--- config.mk ---
export PLATFORM = sky130hd
export DESIGN_NAME = decode_stage
export DESIGN_NICKNAME = d
export VERILOG_FILES = /design/src/rtl/riscv_pkg.sv /design/src/rtl/decode_stage_regfile.sv /design/src/rtl/decode_stage.sv
export SDC_FILE = /design/constraint.sdc
export NUM_CORES = 2
export LEC_CHECK = 0
export BUFFER_PORTS_ARGS = -buffer_cell sky130_fd_sc_hd__buf_2
export CAP_MARGIN = 20
export CORE_MARGIN = 5
export CORE_UTILIZATION = 45
export DETAILED_ROUTE_END_ITERATION = 8
export PLACE_DENSITY = 0.74
export SLEW_MARGIN = 0
export SYNTH_ARGS = -nofsm -noshare
export SYNTH_HDL_FRONTEND = slang
export SYNTH_SLANG_ARGS = --single-unit
--- constraint.sdc ---
create_clock -name clk -period 41.1 [get_ports clk]
set_clock_uncertainty 0.15 [all_clocks]
set_input_delay 10.275 -clock clk [delete_from_list [all_inputs] [get_ports clk]]
set_output_delay 10.275 -clock clk [all_outputs]
set_load 0.01 [all_outputs]
--- src/rtl/riscv_pkg.sv ---
// Shared RV32I definitions: ALU operation codes, opcodes, funct7 values and the
// registered operand bundle handed to execute.
package riscv_pkg;
  localparam int XLEN = 32;

  typedef enum logic [3:0] {
    ALU_ADD  = 4'b0000,
    ALU_XOR  = 4'b0001,
    ALU_OR   = 4'b0010,
    ALU_AND  = 4'b0011,
    ALU_SLL  = 4'b0100,
    ALU_SRL  = 4'b0101,
    ALU_SRA  = 4'b0110,
    ALU_SLT  = 4'b0111,
    ALU_SLTU = 4'b1000,
    ALU_SUB  = 4'b1001
  } alu_op_t;

  localparam logic [6:0] OPC_OP     = 7'b0110011;
  localparam logic [6:0] OPC_OP_IMM = 7'b0010011;
  localparam logic [6:0] OPC_LUI    = 7'b0110111;

  localparam logic [6:0] F7_BASE = 7'b0000000;
  localparam logic [6:0] F7_ALT  = 7'b0100000;

  typedef struct packed {
    logic [XLEN-1:0] a;
    logic [XLEN-1:0] b;
    alu_op_t         op;
    logic [4:0]      rd;
    logic            we;
  } ex_pkt_t;

  // Base operation selected by funct3; SUB/SRA come from funct7.
  function automatic alu_op_t f3_to_op(input logic [2:0] f3);
    case (f3)
      3'b000:  return ALU_ADD;
      3'b001:  return ALU_SLL;
      3'b010:  return ALU_SLT;
      3'b011:  return ALU_SLTU;
      3'b100:  return ALU_XOR;
      3'b101:  return ALU_SRL;
      3'b110:  return ALU_OR;
      default: return ALU_AND;
    endcase
  endfunction
endpackage

--- src/rtl/decode_stage_regfile.sv ---
// 32x32 register file: two combinational read ports, one synchronous write
// port, x0 reads as zero.
module regfile
  import riscv_pkg::*;
(
  input  logic            clk,
  input  logic            rst,
  input  logic [4:0]      i_ra1,
  input  logic [4:0]      i_ra2,
  output logic [XLEN-1:0] o_rd1,
  output logic [XLEN-1:0] o_rd2,
  input  logic            i_we,
  input  logic [4:0]      i_wa,
  input  logic [XLEN-1:0] i_wd
);
  logic [31:0][XLEN-1:0] r_mem;

  always_ff @(posedge clk or posedge rst) begin
    if (rst)                        r_mem <= '0;
    else if (i_we && i_wa != 5'd0)  r_mem[i_wa] <= i_wd;
  end

  assign o_rd1 = (i_ra1 == 5'd0) ? '0 : r_mem[i_ra1];
  assign o_rd2 = (i_ra2 == 5'd0) ? '0 : r_mem[i_ra2];
endmodule

--- src/rtl/decode_stage.sv ---
// RV32I decode/operand-fetch stage with busy scoreboard for RAW/WAW stalls.
// DECODE_WB_BYPASS_EN: forward same-cycle writeback data instead of stalling.
module decode_stage
  import riscv_pkg::*;
(
  input  logic        clk,
  input  logic        rst,
  input  logic        instr_valid,
  output logic        instr_ready,
  input  logic [31:0] instr,
  input  logic        wb_en,
  input  logic [4:0]  wb_rd,
  input  logic [31:0] wb_data,
  output logic        ex_valid,
  input  logic        ex_ready,
  output logic [31:0] ex_a,
  output logic [31:0] ex_b,
  output logic [3:0]  ex_alu_op,
  output logic [4:0]  ex_rd,
  output logic        ex_we,
  output logic        illegal
);
  logic [6:0]  w_opc, w_f7;
  logic [2:0]  w_f3;
  logic [4:0]  w_rd, w_rs1, w_rs2;
  alu_op_t     w_op;
  logic        w_ill, w_use1, w_use2, w_lui, w_imm_sel, w_we;
  logic [31:0] w_imm, w_rf1, w_rf2, w_v1, w_v2;
  logic        w_m1, w_m2, w_h1, w_h2, w_hazard, w_acc, w_issue;
  logic [31:0] w_set, w_clr;

  logic        r_exv, r_ill;
  ex_pkt_t     r_ex;
  logic [31:0] r_busy;

  assign w_opc = instr[6:0];
  assign w_rd  = instr[11:7];
  assign w_f3  = instr[14:12];
  assign w_rs1 = instr[19:15];
  assign w_rs2 = instr[24:20];
  assign w_f7  = instr[31:25];

  always_comb begin
    w_op      = ALU_ADD;
    w_ill     = 1'b0;
    w_use1    = 1'b0;
    w_use2    = 1'b0;
    w_lui     = 1'b0;
    w_imm_sel = 1'b0;
    w_imm     = '0;
    case (w_opc)
      OPC_OP: begin
        w_use1 = 1'b1;
        w_use2 = 1'b1;
        w_op   = f3_to_op(w_f3);
        if (w_f7 == F7_ALT) begin
          if (w_f3 == 3'b000)      w_op = ALU_SUB;
          else if (w_f3 == 3'b101) w_op = ALU_SRA;
          else                     w_ill = 1'b1;
        end else if (w_f7 != F7_BASE) begin
          w_ill = 1'b1;
        end
      end
      OPC_OP_IMM: begin
        w_use1    = 1'b1;
        w_imm_sel = 1'b1;
        w_op      = f3_to_op(w_f3);
        w_imm     = {{20{instr[31]}}, instr[31:20]};
        // Shift-immediates reuse the upper imm bits as funct7.
        if (w_f3 == 3'b001 || w_f3 == 3'b101) begin
          w_imm = {27'b0, instr[24:20]};
          if (w_f3 == 3'b101 && w_f7 == F7_ALT) w_op = ALU_SRA;
          else if (w_f7 != F7_BASE)             w_ill = 1'b1;
        end
      end
      OPC_LUI: begin
        w_lui     = 1'b1;
        w_imm_sel = 1'b1;
        w_imm     = {instr[31:12], 12'b0};
      end
      default: w_ill = 1'b1;
    endcase
    if (w_ill) begin
      w_use1 = 1'b0;
      w_use2 = 1'b0;
    end
  end

  assign w_we = !w_ill && (w_rd != 5'd0);

  assign w_m1 = wb_en && (wb_rd == w_rs1) && (w_rs1 != 5'd0);
  assign w_m2 = wb_en && (wb_rd == w_rs2) && (w_rs2 != 5'd0);

`ifdef DECODE_WB_BYPASS_EN
  assign w_h1 = w_use1 && r_busy[w_rs1] && !w_m1;
  assign w_h2 = w_use2 && r_busy[w_rs2] && !w_m2;
  assign w_v1 = w_m1 ? wb_data : w_rf1;
  assign w_v2 = w_m2 ? wb_data : w_rf2;
`else
  // Without forwarding a source being written this cycle must wait one edge.
  assign w_h1 = w_use1 && (r_busy[w_rs1] || w_m1);
  assign w_h2 = w_use2 && (r_busy[w_rs2] || w_m2);
  assign w_v1 = w_rf1;
  assign w_v2 = w_rf2;
`endif

  assign w_hazard    = w_h1 || w_h2 || (w_we && r_busy[w_rd]);
  assign instr_ready = (!r_exv || ex_ready) && !w_hazard;
  assign w_acc       = instr_valid && instr_ready;
  assign w_issue     = w_acc && !w_ill;

  assign w_set = (w_issue && w_we) ? (32'd1 << w_rd) : 32'd0;
  assign w_clr = wb_en ? (32'd1 << wb_rd) : 32'd0;

  regfile u_rf (
    .clk   (clk),
    .rst   (rst),
    .i_ra1 (w_rs1),
    .i_ra2 (w_rs2),
    .o_rd1 (w_rf1),
    .o_rd2 (w_rf2),
    .i_we  (wb_en),
    .i_wa  (wb_rd),
    .i_wd  (wb_data)
  );

  always_ff @(posedge clk or posedge rst) begin
    if (rst) begin
      r_exv  <= 1'b0;
      r_ill  <= 1'b0;
      r_ex   <= '0;
      r_busy <= '0;
    end else begin
      r_ill  <= w_acc && w_ill;
      // Set after clear so a same-cycle issue to the written register wins.
      r_busy <= ((r_busy & ~w_clr) | w_set) & ~32'd1;
      if (w_issue) begin
        r_exv   <= 1'b1;
        r_ex.a  <= w_lui ? 32'd0 : w_v1;
        r_ex.b  <= w_imm_sel ? w_imm : w_v2;
        r_ex.op <= w_op;
        r_ex.rd <= w_rd;
        r_ex.we <= w_we;
      end else if (ex_ready) begin
        r_exv <= 1'b0;
      end
    end
  end

  assign ex_valid  = r_exv;
  assign ex_a      = r_ex.a;
  assign ex_b      = r_ex.b;
  assign ex_alu_op = r_ex.op;
  assign ex_rd     = r_ex.rd;
  assign ex_we     = r_ex.we;
  assign illegal   = r_ill;
endmodule

Yosys cells after proc, flatten, opt, wreduce, memory -nomap -nowiden
Index checks and enable logic that the tools add are counted.
{"block": "classes", "eq_ne": 12, "order_cmp": 5, "shifts": 2, "n_reduce_logical": 36, "n_mux": 43, "bitwise_logic": 3}
{"operator": "1024-bit bitwise mux", "n": 1}
{"operator": "32-bit binary-select mux with 5-bit select", "n": 2}
{"operator": "32-bit 2-to-1 mux", "n": 10}
{"operator": "32-bit demux with 5-bit select", "n": 1}
{"operator": "32-bit one-hot mux with 2 select lines", "n": 1}
{"operator": "1-bit by 5-bit left shift with 32-bit output (first input constant)", "n": 2}
{"operator": "32-bit AND", "n": 1}
{"operator": "32-bit inverter", "n": 1}
{"operator": "32-bit bitwise OR", "n": 1}
{"operator": "4-bit one-hot mux with 7 select lines", "n": 1}
{"operator": "5-bit by 6-bit less-than comparator with 1-bit output (second input constant)", "n": 4}
{"operator": "7-bit by 6-bit equality test with 1-bit output (second input constant)", "n": 3}
{"operator": "4-bit 2-to-1 mux", "n": 5}
{"operator": "5-bit nonzero test", "n": 4}
{"operator": "1-bit 2-to-1 mux", "n": 17}
{"operator": "1-bit logical AND", "n": 16}
{"operator": "1-bit binary-select mux with 5-bit select", "n": 3}
{"operator": "5-bit equality test", "n": 2}
{"operator": "5-bit logical NOT", "n": 2}
{"operator": "3-bit equality test (second input constant)", "n": 3}
{"operator": "4-bit one-hot mux with 2 select lines", "n": 1}
{"operator": "7-bit by 5-bit equality test with 1-bit output (second input constant)", "n": 1}
{"operator": "7-bit nonzero test", "n": 1}
{"operator": "3-bit by 2-bit equality test with 1-bit output (second input constant)", "n": 2}
{"operator": "8 further kinds", "n": 16}
{"block": "totals", "register_bits": 1131, "elab_cells": 141}

Depth between registers and ports, before layout
{"block": "depth", "depth_word": 16, "ltp_mapped": 13, "depth_no_buf": 7}

Hierarchy
A second synthesis with hierarchy kept.
{"block": "unflattened", "cells_unflattened": 4311, "area_unflattened_um2": 60641.9}
{"module": "regfile", "instances": 1, "area_each_um2": 54538.6, "cells_per_inst": 3704}
{"module": "decode_stage", "instances": 1, "area_each_um2": 6103.4, "cells_per_inst": 607}

Worst setup path after synthesis
OpenSTA, ideal clock, no wires.
{"block": "synth_path", "path_type": "input -> output", "start": "in instr[15]", "end": "out instr_ready", "path_buffers": 1, "path_stages": 8, "arrival_time_ps": 11921, "slack_ps": 18754, "path_cell_list": "buf_6 mux4_2 or3_1 a21oi_2 nor2_1 nor2_1 o21ai_0 a221oi_1"}
{"block": "synth_via", "elab_chain_len": 9, "word_cells_on_any_way": 12, "cone_classes": "1 x eq/ne; 2 x mux; 9 x reduce/logical"}
{"item": "start, declared", "line": "decode_stage.sv:10", "source": "input logic [31:0] instr,"}
{"item": "parallel branches: the longest is 3 deep, another holds 1-bit binary-select mux with 5-bit select"}
{"item": "1-bit logical OR *", "line": "decode_stage.sv:101", "source": "assign w_h1 = w_use1 && (r_busy[w_rs1] || w_m1);"}
{"item": "1-bit logical AND *", "line": "decode_stage.sv:101"}
{"item": "1-bit logical OR * (2 in series)", "line": "decode_stage.sv:107", "source": "assign w_hazard = w_h1 || w_h2 || (w_we && r_busy[w_rd]);"}
{"item": "1-bit logical NOT *", "line": "decode_stage.sv:108", "source": "assign instr_ready = (!r_exv || ex_ready) && !w_hazard;"}
{"item": "1-bit logical AND *", "line": "decode_stage.sv:108"}
{"item": "end, declared", "line": "decode_stage.sv:9", "source": "output logic instr_ready,"}
Every way passes the cells marked *. The select of a mux whose other input is x is not followed.

Worst setup path in the final report
{"block": "layout_path", "start": "in instr[20]", "end": "out instr_ready"}
{"block": "layout_via", "elab_chain_len": 9, "word_cells_on_any_way": 12, "cone_classes": "1 x eq/ne; 2 x mux; 9 x reduce/logical"}
{"item": "parallel branches: the longest is 3 deep, another holds 1-bit binary-select mux with 5-bit select"}
{"item": "1-bit logical OR *", "line": "decode_stage.sv:102", "source": "assign w_h2 = w_use2 && (r_busy[w_rs2] || w_m2);"}
{"item": "1-bit logical AND *", "line": "decode_stage.sv:102"}
{"item": "1-bit logical OR * (2 in series)", "line": "decode_stage.sv:107"}
{"item": "1-bit logical NOT *", "line": "decode_stage.sv:108"}
{"item": "1-bit logical AND *", "line": "decode_stage.sv:108"}
Marks and branches as above.

==> impl_metrics.ini <==
[status]
run_status = completed

[global_route]
maximum_number_of_pins_on_one_net_before_global_route_repair = 187
grt_pass1_vias = 41200
track_usage = 0.279
grt_first_pass_wirelength_mm = 292
grt.overflow.total = 0
initial_antenna_violation_count = 20

[placement]
detailed_place.area_um2 = 62300
hpwl_mm = 117
placedCellCount = 5790
replace_congestion = 0.960
io_buffers = 150

[worst_hold_path]
min_delay_path_depth = 0
worst_hold_class = reg2reg

[power_and_ir_drop]
sequentialPowerShare = 0.453
pwr-share-comb = 0.197
power_density_nw_per_um2 = 48.5
vdd_drop_max_uv = 39.5
internal_power_mw = 2.34
netSwitchingPower_mw = 0.882
clock_power_share = 0.351
switching_power_share_of_the_total = 0.274
power_leakage_nw = 29.1

[sta]
whs_ns = 0.249
finalWorstPathRequiredPeriod_ns = 23.66
relSlewSlack = 0.195
min_period_over_period = 0.576
setup_tns_ns = 0
hold_violations = 0
rsz0062_at_grt = no
finalSetupViolations = 0
fmax_mhz = 42.3
final_max_slew_viol_count = 0
transition_at_the_pin_with_the_smallest_max_transition_slack_ns = 1.21

[finish]
share_of_the_core_filled_with_cells_in_the_final_layout = 0.498
leading_cell_type_in_the_layout_fill_and_taps_excluded = dfrtp_1
finish.cell_count_without_fillers = 6009
commonest_cells_after_routing_fill_and_taps_aside = dfrtp_1, mux2_2, mux4_2
flow.area_growth_from_synthesis_pct = 10.1
finish.net_count = 4215
post_route_cells_drive_above_1_share = 0.473
final_cell_area_um2 = 66400

[synthesis]
synth_flop_cell = dfrtp_1
yosys_warnings = 0
sequential_share_of_the_synthesized_area = 0.469
number_of_flops_mapped_to_enable_cells_by_yosys = 0
synth_fp_nets = 4306
netlist_area_um2 = 60300
number_of_cells_produced_by_synthesis = 4232
synth_seq_cells = 1131
ys_types = 63
syn_area_per_cell_um2 = 14.3
synth-async-reset-ratio = 1.00

[floorplan]
floorplan.die_area_um2 = 141000
chipHeight_um = 376
dieWidth_um = 376
placement_rows = 134
ioPinCount = 151
core_um2 = 133000
effective_utilization_at_floorplan = 0.452

[worst_setup_path]
cp_common_cell = a221oi_1
r2r_setup_slack_ns = 37.57
timing.critical_path.required_ns = 30.68
slowest_delay_ns = 0.62
critical_path_depth_in_cells = 9
critical_path_class = in2out
startpoint_type = input pin
worstPathBufferInverterCount = 3
worstPathCellList = buf_8 -> buf_12 -> mux4_2 -> a221oi_1 -> o21a_1 -> o21ai_1 -> nor2b_1 -> a221oi_1 -> buf_2
timing.critical_path.fanout_max = 109
endpoint_kind = primary output
kind_of_cell_with_the_highest_combined_delay_on_the_critical_path = buffers and inverters
cp.arrival_ns = 13.24
worst_path_max_delay_cell = buf_12
worst-r2r-cell-count = 9

[clocking]
cts-root-buf = clkbuf_16
h-tree-depth = 3
worst_skew_pair.late_latency_ns = 0.72
clk_pin_slew_worst_paths_ns = 0.06
cts_tree = done
cts.hold.buffers_added = 0
postCtsSetupBuffers = 0
cts_resized = 0
numClockSinks = 1131
cts_made_buffers = 115
cts-root-to-sink-buffers = 3

[route]
detail-route-antenna-nets = 0
dr.pass1.iters = 6
remaining_drc_errors = 0
drt_iter0_drc = 4756
routed_wl_mm = 200
routed_wire_length_per_instance_um = 33.2
routed_via_density = 6.78
route.vias.total = 40800

[run]
max_cap_violations = 0
-- layout make-up --
type | count | area, µm²
Inverter | 9 | 40.0
Timing Repair Buffer | 256 | 1680
Clock buffer | 161 | 3380
Tap cell | 1768 | 2210
Sequential cell | 1131 | 28300
Clock inverter | 49 | 676
Antenna cell | 7 | 17.5
Multi-Input combinational cell | 2628 | 30100
Fill cell | 11200 | 66900
-- flip-flops by register name (all words and copies together), names as in the netlist --
signal / flops
ex_b: 32
ex_valid: 1
u_rf.r_mem: 1024
ex_a: 32
r_busy: 31
ex_alu_op: 4
ex_rd: 5
ex_we: 1
illegal: 1
-- cells by family (layout without fill, tap and decap cells) --
family	count (synthesis)	count (layout)	share of synthesized area
other	0	7	0
AOI/OAI and AO/OA	480	480	0.0559
buffers and inverters	473	475	0.0352
muxes	1794	1794	0.411
xor gates and xnor gates	9	9	0.00131
DFF	1131	1131	0.469
and+or+nand+nor	345	345	0.0276
-- per-stage QoR --
step           power [mW]  worst slack [ns]
2_1_floorplan        1.91             15.06
6_report             3.22             17.44
4_1_cts              3.22             17.39
5_1_grt              3.34             17.28
3_3_place_gp         2.06             17.38
3_5_place_dp         2.09             17.40
-- metal layers --
layer,track usage,part of all wire,vias up
met3,0.0871,0.12,628
met5,0,0.00043,-
met4,0.135,0.057,14
met1,0.381,0.39,21700
li1,-,-,16100
met2,0.407,0.44,2337
-- path summary, 6_finish.rpt --
path,from,endpoint
setup / recovery,instr[20],instr_ready
hold / removal,u_rf.r_mem[2],u_rf.r_mem[2]
setup reg to reg,r_busy[5],ex_a[31]
hold reg to reg,u_rf.r_mem[2],u_rf.r_mem[2]
max in group asynchronous,rst,u_rf.r_mem[367]
min in group asynchronous,rst,u_rf.r_mem[154]
-- synth_stat cells (all sizes together), types with 8 or more instances --
cell type	instances	area (µm²)
a21oi	80	404
a221o	18	180
a221oi	77	674
a22o	8	70.1
a22oi	43	323
a31oi	21	131
a32o	11	110
and2	8	50.1
and3	8	50.1
buf	179	1020
clkbuf	285	1070
dfrtp	1131	28300
inv	9	33.8
mux2	1074	12300
mux2i	301	3010
mux4	419	9440
nand2	126	473
nand3	38	190
nand4	12	75.1
nor2	65	246
nor2b	25	156
nor3	11	65.1
nor4	20	125
o21ai	102	514
o221ai	59	517
o22ai	27	169
o31ai	11	82.6
-- power groups by stage --
stage / registers, mW / clock network (mW) / logic [mW]
global placement: 1.45 / 0 / 0.613
floorplan: 1.43 / 0 / 0.480
CTS: 1.45 / 1.14 / 0.629
finish: 1.46 / 1.13 / 0.633
detailed placement: 1.47 / 0 / 0.626
global route: 1.48 / 1.19 / 0.675
No activity file was read; power rests on OpenSTA's default activity.
